### config.mk
export PLATFORM = sky130hd
export DESIGN_NAME = irom_arbiter
export DESIGN_NICKNAME = d
export VERILOG_FILES = /design/src/rtl/irom_arbiter_pkg.sv /design/src/rtl/irom_arbiter_rr_arb2.sv /design/src/rtl/irom_arbiter.sv
export SDC_FILE = /design/constraint.sdc
export NUM_CORES = 1
export LEC_CHECK = 0
export ABC_AREA = 1
export BUFFER_PORTS_ARGS = -buffer_cell sky130_fd_sc_hd__buf_2
export CORE_UTILIZATION = 43
export DETAILED_ROUTE_END_ITERATION = 6
export PLACE_DENSITY = 0.78
export SLEW_MARGIN = 20
export SYNTH_ARGS = -nofsm -noshare
export SYNTH_HDL_FRONTEND = slang
export SYNTH_SLANG_ARGS = --single-unit
### constraint.sdc
create_clock -name clk -period 1.3 [get_ports clk]
set_input_delay 0.13 -clock clk [delete_from_list [all_inputs] [get_ports clk]]
set_output_delay 0.13 -clock clk [all_outputs]
set_load 0.05 [all_outputs]
### src/rtl/irom_arbiter_pkg.sv
// ---------------------------------------------------------------------------
// irom_arbiter_pkg
// Shared definitions for the instruction-ROM arbiter: FSM state encoding,
// requester port indices and default widths.
// ---------------------------------------------------------------------------
package irom_arbiter_pkg;

    typedef enum logic [1:0] {
        ST_IDLE  = 2'd0,
        ST_ISSUE = 2'd1,
        ST_WAIT  = 2'd2,
        ST_RESP  = 2'd3
    } arb_state_e;

    localparam logic PORT_CPU = 1'b0;
    localparam logic PORT_DBG = 1'b1;

    localparam int DEF_DWIDTH  = 16;
    localparam int DEF_AWIDTH  = 12;
    localparam int DEF_TIMEOUT = 64;

endpackage

### src/rtl/irom_arbiter_rr_arb2.sv
// ---------------------------------------------------------------------------
// irom_arbiter_rr_arb2
// Combinational two-way round-robin pick.
//   req_i        [1:0]  request vector, bit index = port index
//   last_grant_i        port that owned the previous transaction
//   gnt_o        [1:0]  one-hot grant (all zero when no request)
// With both ports requesting, the port that did not win last time is chosen.
// ---------------------------------------------------------------------------
module irom_arbiter_rr_arb2
    import irom_arbiter_pkg::*;
(
    input  logic [1:0] req_i,
    input  logic       last_grant_i,
    output logic [1:0] gnt_o
);

    always_comb begin
        gnt_o = 2'b00;
        case (req_i)
            2'b01:   gnt_o[PORT_CPU] = 1'b1;
            2'b10:   gnt_o[PORT_DBG] = 1'b1;
            2'b11: begin
                if (last_grant_i == PORT_CPU) gnt_o[PORT_DBG] = 1'b1;
                else                          gnt_o[PORT_CPU] = 1'b1;
            end
            default: gnt_o = 2'b00;
        endcase
    end

endmodule

### src/rtl/irom_arbiter.sv
// ---------------------------------------------------------------------------
// irom_arbiter
// Shares the instruction ROM between the CPU fetch port (m0) and the
// debug/loader port (m1). One ROM transaction in flight at a time, round-robin
// between the ports, response routed back to the port that owns it.
//
// Ports
//   clk, rst_n                  clock, async active-low reset
//   m0_req/m0_addr              port 0 level request + word address
//   m0_valid/m0_data/m0_err     port 0 one-cycle response strobe, data, timeout
//   m1_*                        same for port 1
//   rom_addr/rom_ready          address + one-cycle request strobe to irom
//   rom_dout/rom_valid          irom read data + data strobe
//
// Build option
//   IROM_ARB_TIMEOUT_EN  when defined, a transaction that sees no rom_valid
//                        within TIMEOUT wait cycles completes with err=1 and
//                        data=0. Otherwise m0_err/m1_err are constant 0.
//
// State | meaning
// IDLE  | pick an owner among requesting ports, latch its address
// ISSUE | rom_ready high for one cycle, remember owner for fairness
// WAIT  | wait for rom_valid (or timeout), capture data for the owner
// RESP  | owner's valid strobe high for one cycle
// ---------------------------------------------------------------------------
module irom_arbiter
    import irom_arbiter_pkg::*;
#(
    parameter int DWIDTH  = DEF_DWIDTH,
    parameter int AWIDTH  = DEF_AWIDTH,
    parameter int TIMEOUT = DEF_TIMEOUT
) (
    input  logic              clk,
    input  logic              rst_n,
    input  logic              m0_req,
    input  logic [AWIDTH-1:0] m0_addr,
    output logic              m0_valid,
    output logic [DWIDTH-1:0] m0_data,
    output logic              m0_err,
    input  logic              m1_req,
    input  logic [AWIDTH-1:0] m1_addr,
    output logic              m1_valid,
    output logic [DWIDTH-1:0] m1_data,
    output logic              m1_err,
    output logic [AWIDTH-1:0] rom_addr,
    output logic              rom_ready,
    input  logic [DWIDTH-1:0] rom_dout,
    input  logic              rom_valid
);

    if (TIMEOUT < 2) begin : g_timeout_check
        $error("irom_arbiter: TIMEOUT must be at least 2");
    end

    arb_state_e        state_q;
    logic              owner_q;
    logic              last_grant_q;
    logic [AWIDTH-1:0] rom_addr_q;
    logic              rom_ready_q;
    logic              m0_valid_q, m1_valid_q;
    logic [DWIDTH-1:0] m0_data_q, m1_data_q;
    logic [1:0]        gnt;
    logic              expired;

    irom_arbiter_rr_arb2 u_rr_arb2 (
        .req_i        ({m1_req, m0_req}),
        .last_grant_i (last_grant_q),
        .gnt_o        (gnt)
    );

`ifdef IROM_ARB_TIMEOUT_EN
    localparam int CNT_W = (TIMEOUT > 2) ? $clog2(TIMEOUT) : 1;
    logic [CNT_W-1:0] cnt_q;
    logic             m0_err_q, m1_err_q;

    assign expired = (cnt_q == CNT_W'(TIMEOUT - 1));
    assign m0_err  = m0_err_q;
    assign m1_err  = m1_err_q;
`else
    assign expired = 1'b0;
    assign m0_err  = 1'b0;
    assign m1_err  = 1'b0;
`endif

    always_ff @(posedge clk or negedge rst_n) begin
        if (!rst_n) begin
            state_q      <= ST_IDLE;
            owner_q      <= PORT_CPU;
            last_grant_q <= PORT_DBG;   // so port 0 wins the first tie
            rom_addr_q   <= '0;
            rom_ready_q  <= 1'b0;
            m0_valid_q   <= 1'b0;
            m1_valid_q   <= 1'b0;
            m0_data_q    <= '0;
            m1_data_q    <= '0;
`ifdef IROM_ARB_TIMEOUT_EN
            cnt_q        <= '0;
            m0_err_q     <= 1'b0;
            m1_err_q     <= 1'b0;
`endif
        end else begin
            case (state_q)
                ST_IDLE: begin
                    // rom_valid here is a stale answer and is ignored
                    if (|gnt) begin
                        owner_q     <= gnt[PORT_DBG];
                        rom_addr_q  <= gnt[PORT_DBG] ? m1_addr : m0_addr;
                        rom_ready_q <= 1'b1;
                        state_q     <= ST_ISSUE;
                    end
                end
                ST_ISSUE: begin
                    rom_ready_q  <= 1'b0;
                    last_grant_q <= owner_q;
`ifdef IROM_ARB_TIMEOUT_EN
                    cnt_q        <= '0;
`endif
                    state_q      <= ST_WAIT;
                end
                ST_WAIT: begin
                    // rom_valid takes priority over a same-cycle expiry
                    if (rom_valid || expired) begin
                        if (owner_q == PORT_CPU) begin
                            m0_valid_q <= 1'b1;
                            m0_data_q  <= rom_valid ? rom_dout : '0;
                        end else begin
                            m1_valid_q <= 1'b1;
                            m1_data_q  <= rom_valid ? rom_dout : '0;
                        end
`ifdef IROM_ARB_TIMEOUT_EN
                        m0_err_q <= (owner_q == PORT_CPU) && !rom_valid;
                        m1_err_q <= (owner_q == PORT_DBG) && !rom_valid;
`endif
                        state_q <= ST_RESP;
                    end
`ifdef IROM_ARB_TIMEOUT_EN
                    else begin
                        cnt_q <= cnt_q + 1'b1;
                    end
`endif
                end
                ST_RESP: begin
                    m0_valid_q <= 1'b0;
                    m1_valid_q <= 1'b0;
`ifdef IROM_ARB_TIMEOUT_EN
                    m0_err_q   <= 1'b0;
                    m1_err_q   <= 1'b0;
`endif
                    state_q    <= ST_IDLE;
                end
                default: state_q <= ST_IDLE;
            endcase
        end
    end

    assign rom_addr  = rom_addr_q;
    assign rom_ready = rom_ready_q;
    assign m0_valid  = m0_valid_q;
    assign m1_valid  = m1_valid_q;
    assign m0_data   = m0_data_q;
    assign m1_data   = m1_data_q;

endmodule

Word level (Yosys, flattened, before mapping)

Cells that the tools add are included.

Register bits after elaboration: 51
Latch bits: 0
Bits in writable memories: 0
ROM bits: 0
Input bits: 45
Output and inout port bits: 49
Logic and storage cells: 47
Memories: 0

Add/sub/neg operators: 0
Multipliers: 0
Div/mod/pow operators: 0
Order comparisons: 0
Equality and inequality tests: 10
Shifts and indexed selects: 0
Muxes and demuxes: 16
Bitwise gates (word level): 1
Reduce and logical (&&, ||, !) cells: 11

Operators with widths:

| cell                                                             | count |
|---|---|
| 12-bit two-way mux                                               | 1 |
| 3-bit AND reduction                                              | 4 |
| 1-bit case mux with 2 select lines                               | 5 |
| 2-bit == test (second input constant)                            | 4 |
| 2-bit != test (second input constant)                            | 4 |
| 2-bit case mux with 4 select lines                               | 1 |
| 1-bit two-way mux                                                | 7 |
| 2-bit AND reduction                                              | 3 |
| 2-bit by 1-bit == test with 1-bit output (second input constant) | 2 |
| 2-bit two-way mux                                                | 2 |
| 2-bit nonzero test                                               | 2 |
| 2-bit logical NOT                                                | 1 |
| 2-bit OR reduction                                               | 1 |
| 1-bit inverter                                                   | 1 |

Longest topological paths before layout

Depth in word-level cells: 5
Gate-level depth with buffers: 8
Mapped depth without buffers: 7

Hierarchy

Synthesis repeated with hierarchy kept, for this count alone.

Cell total of the unflattened synthesis: 269
Area, all modules: 2322.2 µm²

By module, submodules not included:

| module               | instances | cells an instance | area an instance (µm²) | seq. area each (µm²) |
|---|---|---|---|---|
| irom_arbiter         | 1         | 264               | 2301.0                 | 1277.5 |
| irom_arbiter_rr_arb2 | 1         | 5                 | 21.3                   | 0.0 |

Worst setup path before layout

OpenSTA, ideal clock, no wires.

Path kind: register -> register
Start point: register state_q[0]
End point: register m1_data_q[10], in the netlist m1_data[10]
Setup time: 0.130 ns
Arrival: 1.188 ns
Data required time: 1.170 ns
Path slack: -0.018 ns
Stages on the path, launching flop included: 7
Path buffers: 2
Period minus slack after synthesis: 1.318 ns
Path through: dfrtp_1 inv_1 ha_1 buf_2 nand3_1 clkbuf_1 o21ai_0

Cells in the longest elaborated chain, start to end: 2

Ends and longest elaborated chain:

| element                       | line                | source |
|---|---|---|
| from (decl)                   | irom_arbiter.sv:55  | `arb_state_e state_q;` |
| from (signal assigned)        | irom_arbiter.sv:87  | `state_q <= ST_IDLE;` |
| from (signal assigned)        | irom_arbiter.sv:109 | `state_q <= ST_ISSUE;` |
| from (signal assigned)        | irom_arbiter.sv:118 | `state_q <= ST_WAIT;` |
| 2-bit == test                 | irom_arbiter.sv:102 | `case (state_q)` |
| 3-bit AND reduction (no line) | n/a                 |  |
| to (signal assigned)          | irom_arbiter.sv:128 | `m1_data_q <= rom_valid ? rom_dout : '0;` |
| to (decl)                     | irom_arbiter.sv:61  | `logic [DWIDTH-1:0] m0_data_q, m1_data_q;` |

Every way passes these cells.
A chain may end at the register's enable or synchronous reset.

Worst setup path in the final report

Start point: register state_q[1]
End point: register m0_data_q[13], in the netlist m0_data[13]

Cells in the longest elaborated chain, start to end: 2

Ends and longest elaborated chain:

| element                       | line                | source |
|---|---|---|
| 2-bit == test                 | irom_arbiter.sv:102 |  |
| 3-bit AND reduction (no line) | n/a                 |  |
| to (signal assigned)          | irom_arbiter.sv:125 | `m0_data_q <= rom_valid ? rom_dout : '0;` |
| to (decl)                     | irom_arbiter.sv:61  |  |

Every way passes these cells.

==> impl_results.rst <==
.. list-table::
   :header-rows: 1

   * - Metric
     - Value
   * - Number of violations of the max-capacitance limit
     - 0
   * - Syn_area_per_cell
     - 8.20 µm²
   * - Hold Crit Depth
     - 3
   * - Avg Vias per Cell
     - about 4.7
   * - Count of H-tree levels built during CTS
     - 2
   * - Clock tree from TritonCTS
     - built
   * - Worst R2R End
     - m0_data[13]
   * - Buffer levels on the longest clock path
     - 2
   * - Fin crit period
     - roughly 1.3 ns
   * - Run status
     - complete, no violations
   * - Tcrit/Tclk final
     - 99.4%
   * - Worst r2r src
     - state_q[1]
   * - Cell type with the largest total area after synthesis
     - sky130_fd_sc_hd__dfrtp_1
   * - Horizontal die dimension
     - around 75 µm
   * - Sequential share of the synthesized area
     - 56.0%
   * - Initial Utilization
     - between 40% and 50%
   * - Highest attainable clock frequency
     - 0.774 GHz
   * - Number of I/O port buffers
     - 91
   * - Total standard cell area after synthesis
     - 2280 µm²
   * - Number of synthesized register bits
     - 51
   * - First-pass DRT Iterations
     - 4
   * - Antenna diode count
     - 0
   * - Overall routing resource usage
     - between 10% and 20%
   * - Largest voltage drop on the vdd net
     - 0.00176 V
   * - Final wirelength
     - 5.38 mm
   * - Switch share
     - a little over half
   * - Biggest area contributors in the synthesized netlist
     - sky130_fd_sc_hd__dfrtp_1 55%, sky130_fd_sc_hd__nand2_1 15%, sky130_fd_sc_hd__inv_1 8.1%, sky130_fd_sc_hd__o21ai_0 7.2%, sky130_fd_sc_hd__nand3_1 6.6%
   * - Switching component of the power
     - 4.73 mW
   * - Highest metal layer with signal wires
     - met4
   * - Static leakage power
     - 1.85 nW
   * - Wire length per cell
     - 11.9 µm
   * - Number of antenna violations at the first check in global routing
     - 0
   * - Syn Inst Count
     - ~280
   * - Routed length on met1
     - around 2.3 mm
   * - Area share of the largest cell type after synthesis
     - 54.9%
   * - RSZ-0062 raised after global routing
     - yes
   * - CP Capture Type
     - flop
   * - Vias in the first global route
     - 1842
   * - Die Height
     - 74.8 µm
   * - Core area
     - 5110 µm²
   * - Number of different library cells in the post-synthesis netlist
     - 17
   * - Detailed placer's ending HPWL
     - 3.82 mm
   * - Overflow after GRT
     - 0
   * - R2R depth
     - 6
   * - Routed length on met2
     - between 2 and 3 mm
   * - Final standard cell count with taps included and fillers excluded
     - 454
   * - Die Footprint
     - 5600 µm²
   * - Slew Limit Fails
     - 0
   * - DRT antenna net count
     - 0
   * - Layout cells sized above 1
     - about a third
   * - Total negative slack
     - 0 ns
   * - First-pass GRT wire length
     - 7.98 mm
   * - Cell Rows
     - 26
   * - Clock sink count
     - 51
   * - Clock Power Share
     - 10.4%
   * - Power density over the cells
     - 2860 nW/µm²
   * - 1st-iter DRT viols
     - 105
   * - Arrival @ worst endpoint
     - 1.47 ns
   * - Total vias in the final route
     - 2112
   * - Internal power consumption
     - 4.22 mW
   * - Fraction of power consumed by combinational cells
     - 59.0%
   * - Area Growth Syn to Fin
     - 37.0%
   * - Count of yosys warnings during synthesis
     - 0
   * - Clock skew after layout
     - 0.00409 ns
   * - Worst Setup Start Kind
     - flop
   * - Number of remaining DRC errors
     - 0
   * - Post-CTS clock slew at the launch and capture registers of the worst setup and hold paths
     - 0.09 ns
   * - Final worst slack
     - 0.00791 ns
   * - Clock latency on the worst-skew pair
     - 0.29 ns
   * - Critical hold path startpoint
     - rom_dout[6]
   * - Worst-path maximum fanout
     - 16
   * - Library cell used as clock root buffer
     - sky130_fd_sc_hd__clkbuf_8
   * - Cell Count Post-Placement
     - 441
   * - Proportion of power drawn by flip-flops and latches
     - 30.6%
   * - Hold Crit Class
     - primary input to flop
   * - Post-place setup slack
     - ~0.0018 ns
   * - Count of endpoints failing hold in the final timing report
     - 0
   * - Length of routed met3 wiring
     - 224 µm
   * - Final setup vio count
     - 0
   * - Number of top-level pins
     - 94
   * - Clock buffer count from CTS
     - 5
   * - Reg2reg setup slack
     - about 0.0079 ns
   * - Worst path required time
     - ~1.5 ns
   * - Hold endpoint
     - m0_data[6]
   * - Routability congestion estimate from global placement
     - approximately 0.72
   * - Largest net degree at the start of global routing
     - 33
   * - Number of nets in the layout
     - 432
   * - Kind of critical path
     - flop to flop
==> placed cells by master (no fill, tap or decap), types with 2 or more instances in the layout <==
cell / synthesis / routed
sky130_fd_sc_hd__ha_4: 0 / 2
sky130_fd_sc_hd__nor2_1: 2 / 2
sky130_fd_sc_hd__buf_2: 9 / 91
sky130_fd_sc_hd__clkbuf_8: 0 / 6
sky130_fd_sc_hd__o21ai_0: 33 / 27
sky130_fd_sc_hd__inv_1: 49 / 46
sky130_fd_sc_hd__ha_1: 4 / 2
sky130_fd_sc_hd__conb_1: 1 / 2
sky130_fd_sc_hd__nand3_2: 0 / 3
sky130_fd_sc_hd__o21ai_1: 0 / 6
sky130_fd_sc_hd__nand2_2: 0 / 3
sky130_fd_sc_hd__nand3_1: 30 / 27
sky130_fd_sc_hd__buf_4: 3 / 13
sky130_fd_sc_hd__nand2_1: 89 / 86
sky130_fd_sc_hd__inv_2: 0 / 3
sky130_fd_sc_hd__buf_12: 0 / 3
sky130_fd_sc_hd__nand4_1: 2 / 2
sky130_fd_sc_hd__clkbuf_16: 0 / 2
sky130_fd_sc_hd__dfrtp_1: 50 / 49
==> layout make-up <==
cell class                      count  area, µm²
Clock buffer                        7       86.3
Clock inverter                      1       8.76
Fill cell                         451       1980
Inverter                           49        184
Multi-Input combinational cell    165        795
Sequential cell                    51       1280
Tap cell                           70       87.6
Timing Repair Buffer              111        684
==> metrics by stage <==
stage	utilization, %	instance area [µm²]	power (mW)	hold WS, ns
after CTS	59.1	3020	8.73	0.0804
final	61.2	3120	8.95	0.0797
after global placement	56.8	2900	7.62	0.124
after detailed placement	56.8	2900	7.74	0.127
after floorplan	-	2290	6.38	-0.166
after global routing	61.2	3120	9.54	0.0847
==> sequential cells by signal, indices dropped and copies added (netlist names) <==
name          flops
m0_data          16
owner_q           1
m0_valid          1
last_grant_q      1
m1_data          16
m1_valid          1
rom_ready         1
state_q           2
rom_addr         12
==> layer usage <==
| metal | global-route usage [%] | vias up |
|---|---|---|
| li1 | - | 1052 |
| met1 | 23.3 | 995 |
| met2 | 32.4 | 63 |
| met3 | 4.15 | 2 |
| met4 | 4.40 | 0 |
| met5 | 0 | - |
==> kinds of logic after synthesis <==
group / Yosys count / synth area share [%]
adders and majority gates: 4 / 2.19
AOI/OAI and AO/OA: 35 / 7.84
and+or+nand+nor: 124 / 22.4
buffers and inverters: 63 / 11.4
other: 1 / 0.164
DFF: 51 / 56.0
==> what timing repair did <==
item | CTS | global route
resized for setup | 2 | 19
buffers inserted | 1 | 1
hold endpoints to repair | 50 | 0
pin swaps | 0 | 1
hold buffers | 1 | 0
cloned | 0 | 2
setup endpoints to repair | 15 | 47
==> worst max-delay path: stages (launching register included) <==
cell                        delay [ns]
sky130_fd_sc_hd__dfrtp_2          0.40
sky130_fd_sc_hd__buf_4            0.13
sky130_fd_sc_hd__ha_4             0.16
sky130_fd_sc_hd__nand3_2          0.14
sky130_fd_sc_hd__clkbuf_16        0.21
sky130_fd_sc_hd__nand2_1          0.06
sky130_fd_sc_hd__o21ai_0          0.07
==> how the worst max path moves through the flow <==
stage | endpoint | startpoint | cells after the start | slack (ns)
floorplan | m0_data[12] | state_q[0] | 7 | -0.01
global placement | rom_addr[10] | state_q[1] | 7 | 0.02
detailed placement | rom_addr[3] | state_q[1] | 7 | 0.002
CTS | rom_addr[3] | state_q[1] | 7 | 0.0006
global route | m0_data[1] | state_q[1] | 6 | -0.05
finish | m0_data[13] | state_q[1] | 6 | 0.008
==> power groups by stage <==
stage          logic, mW  clock network, mW  registers [mW]
3_3_place_gp        4.88                  0            2.74
3_5_place_dp        4.99                  0            2.75
6_report            5.28              0.932            2.74
5_1_grt             5.70               1.02            2.82
4_1_cts             5.04              0.967            2.73
2_1_floorplan       1.29                  0            5.09
==> synth_stat cells (all sizes together) <==
master and count:
clkbuf 2, dfstp 1, buf 12, nand4 2, nand3 30, nor2 3, o21ai 34, nand2 89
dfrtp 50, ha 4, a21oi 1, conb 1, inv 49
Power figures use the tool's default switching activity.
